### src/rtl/seg_dec_pkg.sv
// Shared constants and types for the seven-segment scan decoder.
// Segment patterns are active-low, packed {ca,cb,cc,cd,ce,cf,cg}.
package seg_dec_pkg;

  localparam logic [6:0] SEG_0     = 7'b0000001;
  localparam logic [6:0] SEG_1     = 7'b1001111;
  localparam logic [6:0] SEG_2     = 7'b0010010;
  localparam logic [6:0] SEG_3     = 7'b0000110;
  localparam logic [6:0] SEG_4     = 7'b1001100;
  localparam logic [6:0] SEG_5     = 7'b0100100;
  localparam logic [6:0] SEG_6     = 7'b0100000;
  localparam logic [6:0] SEG_7     = 7'b0001111;
  localparam logic [6:0] SEG_8     = 7'b0000000;
  localparam logic [6:0] SEG_9     = 7'b0000100;
  localparam logic [6:0] SEG_A     = 7'b0001000;
  localparam logic [6:0] SEG_B     = 7'b1100000;
  localparam logic [6:0] SEG_C     = 7'b0110001;
  localparam logic [6:0] SEG_D     = 7'b1000010;
  localparam logic [6:0] SEG_E     = 7'b0110000;
  localparam logic [6:0] SEG_F     = 7'b0111000;
  localparam logic [6:0] SEG_BLANK = 7'b1111111;

  typedef struct packed {
    logic       legal;
    logic       blank;
    logic [3:0] value;
  } seg_result_t;

  typedef enum logic [1:0] {
    ST_IDLE   = 2'd0,
    ST_TRACK  = 2'd1,
    ST_LOCKED = 2'd2
  } scan_state_e;

endpackage

### src/rtl/seg_pattern_decode.sv
// Combinational segment-pattern to BCD lookup.
// Define SEG_HEX_DECODE_EN to also accept the A-F glyphs as values 10..15.
module seg_pattern_decode
  import seg_dec_pkg::*;
(
  input  logic [6:0]  i_seg,
  output seg_result_t o_result
);

  always_comb begin
    o_result = '0;
    case (i_seg)
      SEG_0:     o_result = {1'b1, 1'b0, 4'd0};
      SEG_1:     o_result = {1'b1, 1'b0, 4'd1};
      SEG_2:     o_result = {1'b1, 1'b0, 4'd2};
      SEG_3:     o_result = {1'b1, 1'b0, 4'd3};
      SEG_4:     o_result = {1'b1, 1'b0, 4'd4};
      SEG_5:     o_result = {1'b1, 1'b0, 4'd5};
      SEG_6:     o_result = {1'b1, 1'b0, 4'd6};
      SEG_7:     o_result = {1'b1, 1'b0, 4'd7};
      SEG_8:     o_result = {1'b1, 1'b0, 4'd8};
      SEG_9:     o_result = {1'b1, 1'b0, 4'd9};
`ifdef SEG_HEX_DECODE_EN
      SEG_A:     o_result = {1'b1, 1'b0, 4'd10};
      SEG_B:     o_result = {1'b1, 1'b0, 4'd11};
      SEG_C:     o_result = {1'b1, 1'b0, 4'd12};
      SEG_D:     o_result = {1'b1, 1'b0, 4'd13};
      SEG_E:     o_result = {1'b1, 1'b0, 4'd14};
      SEG_F:     o_result = {1'b1, 1'b0, 4'd15};
`endif
      SEG_BLANK: o_result = {1'b0, 1'b1, 4'd0};
      default:   o_result = '0;
    endcase
  end

endmodule

### src/rtl/seg_scan_decoder.sv
// Recovers per-digit BCD values from a multiplexed active-low 7-segment bus.
// Build option: SEG_HEX_DECODE_EN (handled inside seg_pattern_decode).
//
// Handshake: there is no valid/ready flow control. update is a one-cycle
// strobe qualifying upd_idx; digit_* are level outputs that change only on
// the cycle update is high (or on reset).
module seg_scan_decoder
  import seg_dec_pkg::*;
#(
  parameter int NUM_DIGITS    = 4,
  parameter int STABLE_CYCLES = 4
) (
  input  logic                    clk,
  input  logic                    rst,
  input  logic [NUM_DIGITS-1:0]   an,
  input  logic [6:0]              seg,
  output logic [4*NUM_DIGITS-1:0] digit_bcd,
  output logic [NUM_DIGITS-1:0]   digit_valid,
  output logic [NUM_DIGITS-1:0]   digit_blank,
  output logic                    update,
  output logic [2:0]              upd_idx,
  output logic                    err_pattern,
  output logic                    err_collision,
  output scan_state_e             dbg_state
);

  logic [NUM_DIGITS-1:0] r_an, r_trk_an;
  logic [6:0]            r_seg, r_trk_seg;
  scan_state_e           r_state, w_state_nxt;
  logic [7:0]            r_cnt, w_cnt_nxt;
  logic                  w_single, w_multi, w_same, w_load, w_commit;
  logic [NUM_DIGITS-1:0] w_sel;
  logic [2:0]            w_idx;
  seg_result_t           w_res;

  logic [3:0]            r_bcd [NUM_DIGITS];
  logic [NUM_DIGITS-1:0] r_valid, r_blank;
  logic                  r_update, r_err_pattern, r_err_collision;
  logic [2:0]            r_upd_idx;

  assign w_sel    = ~r_an;
  assign w_single = ($countones(w_sel) == 1);
  assign w_multi  = ($countones(w_sel) > 1);
  assign w_same   = (r_an == r_trk_an) && (r_seg == r_trk_seg);

  always_comb begin
    w_idx = 3'd0;
    for (int i = 0; i < NUM_DIGITS; i++) begin
      if (w_sel[i]) w_idx = 3'(i);
    end
  end

  seg_pattern_decode u_decode (
    .i_seg    (r_seg),
    .o_result (w_res)
  );

  // r_trk_* holds the sample being counted; a match against the current
  // sample means "unchanged since the previous cycle".
  always_comb begin
    w_state_nxt = r_state;
    w_cnt_nxt   = r_cnt;
    w_load      = 1'b0;
    w_commit    = 1'b0;
    case (r_state)
      ST_IDLE: begin
        if (w_single) begin
          w_state_nxt = ST_TRACK;
          w_cnt_nxt   = 8'd1;
          w_load      = 1'b1;
        end
      end
      ST_TRACK: begin
        if (w_single && w_same) begin
          if (r_cnt == 8'(STABLE_CYCLES - 1)) begin
            w_commit    = 1'b1;
            w_state_nxt = ST_LOCKED;
          end
          w_cnt_nxt = r_cnt + 8'd1;
        end else if (w_single) begin
          w_cnt_nxt = 8'd1;
          w_load    = 1'b1;
        end else begin
          w_state_nxt = ST_IDLE;
          w_cnt_nxt   = 8'd0;
        end
      end
      ST_LOCKED: begin
        if (w_single && w_same) begin
          w_state_nxt = ST_LOCKED;
        end else if (w_single) begin
          w_state_nxt = ST_TRACK;
          w_cnt_nxt   = 8'd1;
          w_load      = 1'b1;
        end else begin
          w_state_nxt = ST_IDLE;
          w_cnt_nxt   = 8'd0;
        end
      end
      default: begin
        w_state_nxt = ST_IDLE;
        w_cnt_nxt   = 8'd0;
      end
    endcase
  end

  // Sample registers reset to "no digit selected" so reset never reads as a collision.
  always_ff @(posedge clk) begin
    if (rst) begin
      r_an      <= '1;
      r_seg     <= SEG_BLANK;
      r_trk_an  <= '1;
      r_trk_seg <= SEG_BLANK;
      r_state   <= ST_IDLE;
      r_cnt     <= 8'd0;
    end else begin
      r_an    <= an;
      r_seg   <= seg;
      r_state <= w_state_nxt;
      r_cnt   <= w_cnt_nxt;
      if (w_load) begin
        r_trk_an  <= r_an;
        r_trk_seg <= r_seg;
      end
    end
  end

  always_ff @(posedge clk) begin
    if (rst) begin
      r_update        <= 1'b0;
      r_upd_idx       <= 3'd0;
      r_err_pattern   <= 1'b0;
      r_err_collision <= 1'b0;
      r_valid         <= '0;
      r_blank         <= '0;
      for (int i = 0; i < NUM_DIGITS; i++) r_bcd[i] <= 4'd0;
    end else begin
      r_update        <= w_commit;
      r_err_pattern   <= w_commit && !w_res.legal && !w_res.blank;
      r_err_collision <= w_multi;
      if (w_commit) r_upd_idx <= w_idx;
      for (int i = 0; i < NUM_DIGITS; i++) begin
        if (w_commit && w_sel[i]) begin
          if (w_res.legal) begin
            r_bcd[i]   <= w_res.value;
            r_valid[i] <= 1'b1;
            r_blank[i] <= 1'b0;
          end else begin
            r_valid[i] <= 1'b0;
            r_blank[i] <= w_res.blank;
          end
        end
      end
    end
  end

  for (genvar g = 0; g < NUM_DIGITS; g++) begin : g_pack
    assign digit_bcd[4*g +: 4] = r_bcd[g];
  end

  assign digit_valid   = r_valid;
  assign digit_blank   = r_blank;
  assign update        = r_update;
  assign upd_idx       = r_upd_idx;
  assign err_pattern   = r_err_pattern;
  assign err_collision = r_err_collision;
  assign dbg_state     = r_state;

endmodule

### config.mk
export PLATFORM = sky130hd
export DESIGN_NAME = seg_scan_decoder
export DESIGN_NICKNAME = d
export VERILOG_FILES = /design/src/rtl/seg_dec_pkg.sv /design/src/rtl/seg_pattern_decode.sv /design/src/rtl/seg_scan_decoder.sv
export SDC_FILE = /design/constraint.sdc
export NUM_CORES = 1
export LEC_CHECK = 0
export CELL_PAD_IN_SITES_DETAIL_PLACEMENT = 0
export CELL_PAD_IN_SITES_GLOBAL_PLACEMENT = 1
export CORE_MARGIN = 8
export CORE_UTILIZATION = 39
export CTS_BUF_LIST = sky130_fd_sc_hd__clkbuf_8
export CTS_CLUSTER_DIAMETER = 50
export DETAILED_ROUTE_END_ITERATION = 8
export PLACE_DENSITY_LB_ADDON = 0.1
export SETUP_SLACK_MARGIN = 0.1
export SLEW_MARGIN = 20
export SYNTH_ARGS = -nofsm -noshare
export SYNTH_HDL_FRONTEND = slang
export SYNTH_HIERARCHICAL = 1
export SYNTH_SLANG_ARGS = --single-unit
### constraint.sdc
create_clock -name clk -period 2.6 [get_ports clk]
set_input_delay 0.65 -clock clk [delete_from_list [all_inputs] [get_ports clk]]
set_output_delay 0.65 -clock clk [all_outputs]
set_load 0.01 [all_outputs]
==> results.cfg, run 1 <==
[pwr]
total_power_uw = 2550
ir_drop_mv = 0.358
power.density_cell_area_nw_per_um2 = 605
leakagePower_uw = 0.00160

[critical_path]
crit_arrival_ns = 3.07
required_ns = 2.86
worstSetupPathDepth = 13
r2r_slack_ns = -0.21
crit_top_cell = ha_4
critical_path.max_stage_delay_ns = 0.54
worst_setup_path_start_kind = flip-flop
worstPathMaxFanout = 8
cp-end-kind = flip-flop
critical_path.cell_chain = fa_1 -> inv_2 -> ha_4 -> inv_4 -> ha_4 -> nor3b_4 -> buf_6 -> nand4_1 -> nor4_4 -> buf_12 -> buf_8 -> o31ai_2 -> a211oi_1
worstSetupPathType = reg2reg
critPathSlowestCell = fa_1
path_buf_inv = 5
crit_family = adder cells
ff2ff_path_depth = 13

[placed_design]
place_hpwl_mm = 5.27
placed_cells = 465
placed_area_um2 = 3790
gp_congestion = 0.821
pre_cts_ws_ns = -0.142
io_buffer_count = 43

[outcome]
outcome = finished, violations left
violations = negative setup slack

[floorplan]
row_count = 32
dieHeight_um = 104
coreArea_um2 = 7610
die_area_um2 = 10800
die_x_um = 104
start_util_pct = 39.7
io-pin-count = 45

[synth]
syn-num-nets = 329
yosys_warnings = 6
yosysTopAreaCell = dfxtp_1
syn-mean-instance-area_um2 = 9.87
synth_top_area_share_pct = 29.8
synth_edf_count = 16
synth.distinct_cells = 52
synthTopCellsByArea = dfxtp_1, edfxtp_1, nand2b_1, ha_1, a221o_1
syn_inst = 306
yosysMostFrequentCell = dfxtp_1
netlist_area_um2 = 3020
synth_common_cells = dfxtp_1, nor2_1, nand2b_1
synth_top_flop_cell = dfxtp_1
seq_area_frac_synth_pct = 45.8
synth_seq_cells = 61
ys_async_sr_fraction_pct = 0

[layout]
fillerInstances = 686
final-seq-area_um2 = 1380
drive_gt1_share_pct = 27.0
multi_input_area_um2 = 1690
antenna_cells = 0
num-nets-final = 407
stdcell_count = 491
utilization_pct = 55.5
area_growth_syn_to_layout_pct = 39.8
design_area_um2 = 4220

[routing]
first_pass_iters = 4
ant_nets = 0
wl_mm = 7.55
viasPerCell = 5.17
drtIter0Drc = 112
wl_per_cell_um = 15.4
vias = 2537
post-route-drc-count = 0

[job]
maxCapViolCount = 0

[global_route]
grt_max_degree = 39
grt.total_usage_pct = 14.2
antenna_found_initial = 0
gr-total-overflow = 0
grt_pass1_wl_mm = 12.7
grt_pass1_vias = 2506

[timing]
fin_crit_sh_pct = 108
final.min_clock_period_ns = 2.81
worst_pin_slew_ns = 0.494
fin_skew_ns = 0.00937
finalHoldViolCount = 0
setup_viol = 20
finalWorstSetupSlack_ns = -0.205
final_max_slew_viol_count = 0
fmax_ghz = 0.356
timing.slew.headroom_pct = 66.9
rsz0062_at_grt = true

[clock_tree]
clkLatencyLatePin_ns = 0.34
cts_buffer_depth = 2
cts_made_buffers = 9
clk_pin_slew_ns = 0.07
htree_levels = 3
ctsHoldBuffers = 0
cts_tree = done
cts_root_buffer = clkbuf_8
clock-sinks = 61

[min_path]
hold_class = reg2reg
whs_path_depth = 2
==> cells in the final DEF, fill, tap and decap left out, types with 4 or more instances in the layout <==
cell type         n
a211oi_1          5
a21oi_1           4
a221o_1          11
and3_1           12
buf_4            29
buf_6             7
clkbuf_8          9
clkdlybuf4s50_1  43
dfxtp_1          43
edfxtp_1         16
ha_1              6
inv_1             7
mux2i_1           8
nand2_1          11
nand2b_1         18
nand3_1           6
nand4_1           6
nand4b_1          5
nor2_1           27
nor3_1            6
o21ai_0          10
or2_2            11
or3_1             4
xnor2_1          11
==> metal layers <==
| metal | track usage [%] | vias up | wire length (um) |
|---|---|---|---|
| met1 | 18.6 | 1186 | 3680 |
| met3 | 4.52 | 11 | 406 |
| met4 | 6.20 | 0 | 129 |
| li1 | - | 1272 | - |
| met5 | 0 | - | 0 |
| met2 | 20.9 | 68 | 3340 |
==> final timing paths <==
path | from | to
setup reg to reg | r_an[0]$_SDFF_PP1_ | r_cnt[3]$_SDFFE_PP0P_
setup / recovery | r_an[0]$_SDFF_PP1_ | r_cnt[3]$_SDFFE_PP0P_
hold / removal | digit_valid[0]$_SDFFE_PP0P_ | digit_valid[0]$_SDFFE_PP0P_
hold reg to reg | digit_valid[0]$_SDFFE_PP0P_ | digit_valid[0]$_SDFFE_PP0P_
==> flip-flops by register name, summed over array words and instances (netlist names) <==
name,count
upd_idx,2
update,1
digit_blank,4
digit_valid,4
r_bcd,16
dbg_state,2
r_an,4
r_trk_an,4
err_pattern,1
err_collision,1
r_cnt,8
r_trk_seg,7
r_seg,7
==> worst register-to-register path, stage by stage (launching register included) <==
cell and delay [ns]:
dfxtp_2 0.33, fa_1 0.54, inv_2 0.04, ha_4 0.16, inv_4 0.06, ha_4 0.20, nor3b_4 0.24, buf_6 0.15
nand4_1 0.14, nor4_4 0.30, buf_12 0.16, buf_8 0.12, o31ai_2 0.07, a211oi_1 0.22
==> cell type report <==
cell class	count	area share [%]
Timing Repair Buffer	82	18.5
Inverter	9	0.860
Multi-Input combinational cell	221	40.1
Sequential cell	61	32.8
Clock inverter	7	1.78
Clock buffer	9	2.93
Tap cell	102	3.02
==> through the flow <==
step                      TNS [ns]  hold slack (ns)
final                        -1.54            0.476
after global routing         -3.23            0.510
after CTS                   -0.817            0.480
after detailed placement    -0.525            0.465
after global placement      -0.156            0.463
after floorplan             -0.149            0.471
==> kinds of logic (layout without fill, tap and decap cells) <==
family,after synthesis,after routing,share of synthesized area (%)
AOI/OAI and AO/OA,49,49,11.9
xor gates and xnor gates,12,12,3.73
adders and majority gates,10,10,4.39
buffers and inverters,24,107,3.36
DFF,61,61,45.8
muxes,10,10,3.36
other,1,1,0.124
and+or+nand+nor,139,139,27.4
==> power by group <==
group          internal (uW)  leakage, uW  switching [uW]  total [uW]
Sequential              1040     0.000533            48.5        1080
Clock                    447     0.000104             404         851
Combinational            303     0.000966             314         617
==> what timing repair did <==
| action | 4_1_cts | 5_1_grt |
|---|---|---|
| pin swaps | 8 | 10 |
| buffers inserted | 6 | 6 |
| gates resized for setup | 16 | 25 |
| endpoints found under the setup margin | 30 | 63 |
Note: power is estimated with default switching activity, not from simulation.
==> inputs of run 2 (changes only) <==
--- a/config.mk
+++ b/config.mk
@@ -13,6 +13,7 @@
 export CTS_CLUSTER_DIAMETER = 50
 export DETAILED_ROUTE_END_ITERATION = 8
 export PLACE_DENSITY_LB_ADDON = 0.1
+export REMOVE_ABC_BUFFERS = 1
 export SETUP_SLACK_MARGIN = 0.1
 export SLEW_MARGIN = 20
 export SYNTH_ARGS = -nofsm -noshare
==> run 2 against run 1 <==
Compared with the run above:
- the run still ends with negative setup slack left
- critical endpoint is now r_cnt[7]$_SDFFE_PP0P_
- critical path depth fell by 3
- cell count rose by 0.41%
- fmax rose by 1.6%
- utilization rose by 0.95 points
- hold slack got worse by 0.0026 ns
- count of clock-buffer cells in the layout rose by 1
- first-iteration DRC count rose by 4.5%
- die area did not move
- design area rose by 1.7%
- combinational power rose by 5.0%
- sequential power barely moved
- critical path type unchanged
==> results.cfg, run 2 (synthesis results as in run 1) <==
[outcome]
outcome = finished, violations left
violations = negative setup slack

[layout]
largest_register = r_bcd
final-seq-area_um2 = 1380
mostFrequentLayoutCells = dfxtp_1, clkdlybuf4s50_1, buf_4
antenna_cells = 0
reg_top3 = r_bcd (16), r_cnt (8)
num-nets-final = 410
utilization_pct = 56.4
area_growth_syn_to_layout_pct = 42.2
design_area_um2 = 4290
multi_input_area_um2 = 1790
fillerInstances = 685
drive_gt1_share_pct = 31.2
largest_reg_flops = 16

[timing]
timing.slew.headroom_pct = 60.5
final.min_clock_period_ns = 2.76
fin_crit_sh_pct = 106
fin_skew_ns = 0.0121
rsz0062_at_grt = true
worst_pin_slew_ns = 0.584
setup_viol = 13
fmax_ghz = 0.362
final_max_slew_viol_count = 0
finalWorstSetupSlack_ns = -0.160
finalHoldViolCount = 0

[pwr]
leakagePower_uw = 0.00161
ir_drop_mv = 0.285
seqPwrFrac_pct = 44.1
combinationalPowerShare_pct = 26.3
p_switching_uw = 740
power.density_cell_area_nw_per_um2 = 573
clkPwrFrac_pct = 29.6
internal-power_uw = 1720
p_sw_share_pct = 30.1

[critical_path]
cp-end-kind = flip-flop
critical_path.cell_chain = fa_1 -> inv_2 -> ha_4 -> inv_4 -> ha_4 -> nor3b_4 -> nor2_2 -> or4_4 -> or3_4 -> a211oi_2
crit_top_cell = ha_4
worst_setup_path_start_kind = flip-flop
critPathLaunch = r_an[3]$_SDFF_PP1_
r2r_slack_ns = -0.16
critPathSlowestCell = fa_1
worstPathMaxFanout = 3
worstSetupPathType = reg2reg
crit_arrival_ns = 3.02
critical_path.max_stage_delay_ns = 0.55
crit_end = r_cnt[7]$_SDFFE_PP0P_
r2r-start = r_an[3]$_SDFF_PP1_
ff2ff_path_depth = 10
required_ns = 2.86
r2r_end = r_cnt[7]$_SDFFE_PP0P_

[floorplan]
io-pin-count = 45
start_util_pct = 39.7
coreArea_um2 = 7610
dieHeight_um = 104
die_x_um = 104
row_count = 32
die_area_um2 = 10800

[clock_tree]
htree_levels = 3
cts_root_buffer = clkbuf_8
clkLatencyLatePin_ns = 0.34
clk_pin_slew_ns = 0.07
cts_made_buffers = 9
cts_buffer_depth = 2
clock-sinks = 61
ctsHoldBuffers = 0
cts_tree = done

[global_route]
grt_pass1_wl_mm = 12.5
grt.total_usage_pct = 14.0
antenna_found_initial = 0
grt_max_degree = 22
gr-total-overflow = 0
grt_pass1_vias = 2567

[routing]
wl_per_cell_um = 15.5
drtIter0Drc = 117
first_pass_iters = 5
vias = 2538
post-route-drc-count = 0
wl_mm = 7.64
viasPerCell = 5.15
ant_nets = 0

[placed_design]
placed_area_um2 = 3760
place_hpwl_mm = 5.32
io_buffer_count = 43
gp_congestion = 0.847

[min_path]
hold_class = reg2reg

[job]
maxCapViolCount = 0
==> run 2: layout make-up <==
| type | count | share of cell area (%) |
|---|---|---|
| clock inverters | 5 | 0.670 |
| well taps | 102 | 2.97 |
| repair buffers | 85 | 18.4 |
| inverters | 9 | 0.845 |
| flip-flops and latches | 61 | 32.2 |
| clock buffers | 10 | 3.21 |
| multi-input cells | 221 | 41.7 |
==> run 2: power by group through the flow <==
stage / logic (uW) / clock network (uW) / registers (uW)
4_1_cts: 544 / 755 / 1090
5_1_grt: 700 / 803 / 1090
2_1_floorplan: 303 / 0 / 1110
3_5_place_dp: 527 / 0 / 1110
6_report: 648 / 728 / 1090
3_3_place_gp: 523 / 0 / 1100
==> run 2: how the worst min path moves through the flow <==
| stage | startpoint | endpoint | slack [ns] | cells after the start |
|---|---|---|---|---|
| 2_1_floorplan | r_cnt[7]$_SDFFE_PP0P_ | r_cnt[7]$_SDFFE_PP0P_ | 0.46 | 2 |
| 3_3_place_gp | digit_blank[0]$_SDFFE_PP0P_ | digit_blank[0]$_SDFFE_PP0P_ | 0.46 | 2 |
| 3_5_place_dp | digit_blank[0]$_SDFFE_PP0P_ | digit_blank[0]$_SDFFE_PP0P_ | 0.47 | 2 |
| 4_1_cts | digit_blank[0]$_SDFFE_PP0P_ | digit_blank[0]$_SDFFE_PP0P_ | 0.48 | 2 |
| 5_1_grt | digit_blank[2]$_SDFFE_PP0N_ | digit_blank[2]$_SDFFE_PP0N_ | 0.49 | 2 |
| 6_report | digit_blank[0]$_SDFFE_PP0P_ | digit_blank[0]$_SDFFE_PP0P_ | 0.47 | 2 |
==> run 2: worst max-delay path, delay by kind of cell (launching register included) <==
family	cells	cell delay, ns
AND/OR/NAND/NOR	4	1.17
flip-flops	1	0.33
buffers and inverters	2	0.11
AO/OA/AOI/OAI	1	0.17
adder cells (fa/ha/maj)	3	0.91
==> run 2: stage by stage <==
stage / setup WS (ns) / setup TNS, ns / hold WS (ns) / total power, uW / instances
floorplan: -0.446 / -5.29 / 0.461 / 1410 / 291
global placement: -0.186 / -2.83 / 0.464 / 1630 / 469
finish: -0.160 / -0.543 / 0.474 / 2460 / 493
CTS: -0.157 / -2.12 / 0.482 / 2380 / 487
detailed placement: -0.286 / -3.78 / 0.466 / 1630 / 469
global route: -0.258 / -3.76 / 0.495 / 2600 / 493
==> run 2: repair_timing <==
| action | CTS | global route |
|---|---|---|
| resized for setup | 21 | 60 |
| setup buffers | 4 | 4 |
| pin swaps | 14 | 38 |
| endpoints found under the setup margin | 56 | 64 |
| gates cloned | 0 | 2 |
==> run 2: per-layer routing <==
layer / vias up / track usage, % / wire length, um
met5: - / 0 / 0
met4: 0 / 5.89 / 93
met3: 8 / 4.89 / 399
met2: 58 / 21.8 / 3620
met1: 1192 / 17.3 / 3530
li1: 1280 / - / -
==> inputs of run 3 (changes only) <==
--- a/config.mk
+++ b/config.mk
@@ -5,6 +5,8 @@
 export SDC_FILE = /design/constraint.sdc
 export NUM_CORES = 1
 export LEC_CHECK = 0
+export ABC_CLOCK_PERIOD_IN_PS = 2600
+export CAP_MARGIN = 30
 export CELL_PAD_IN_SITES_DETAIL_PLACEMENT = 0
 export CELL_PAD_IN_SITES_GLOBAL_PLACEMENT = 1
 export CORE_MARGIN = 8
==> results of run 3 <==
The final DEF is identical to that of run 2; final timing and power are the same.
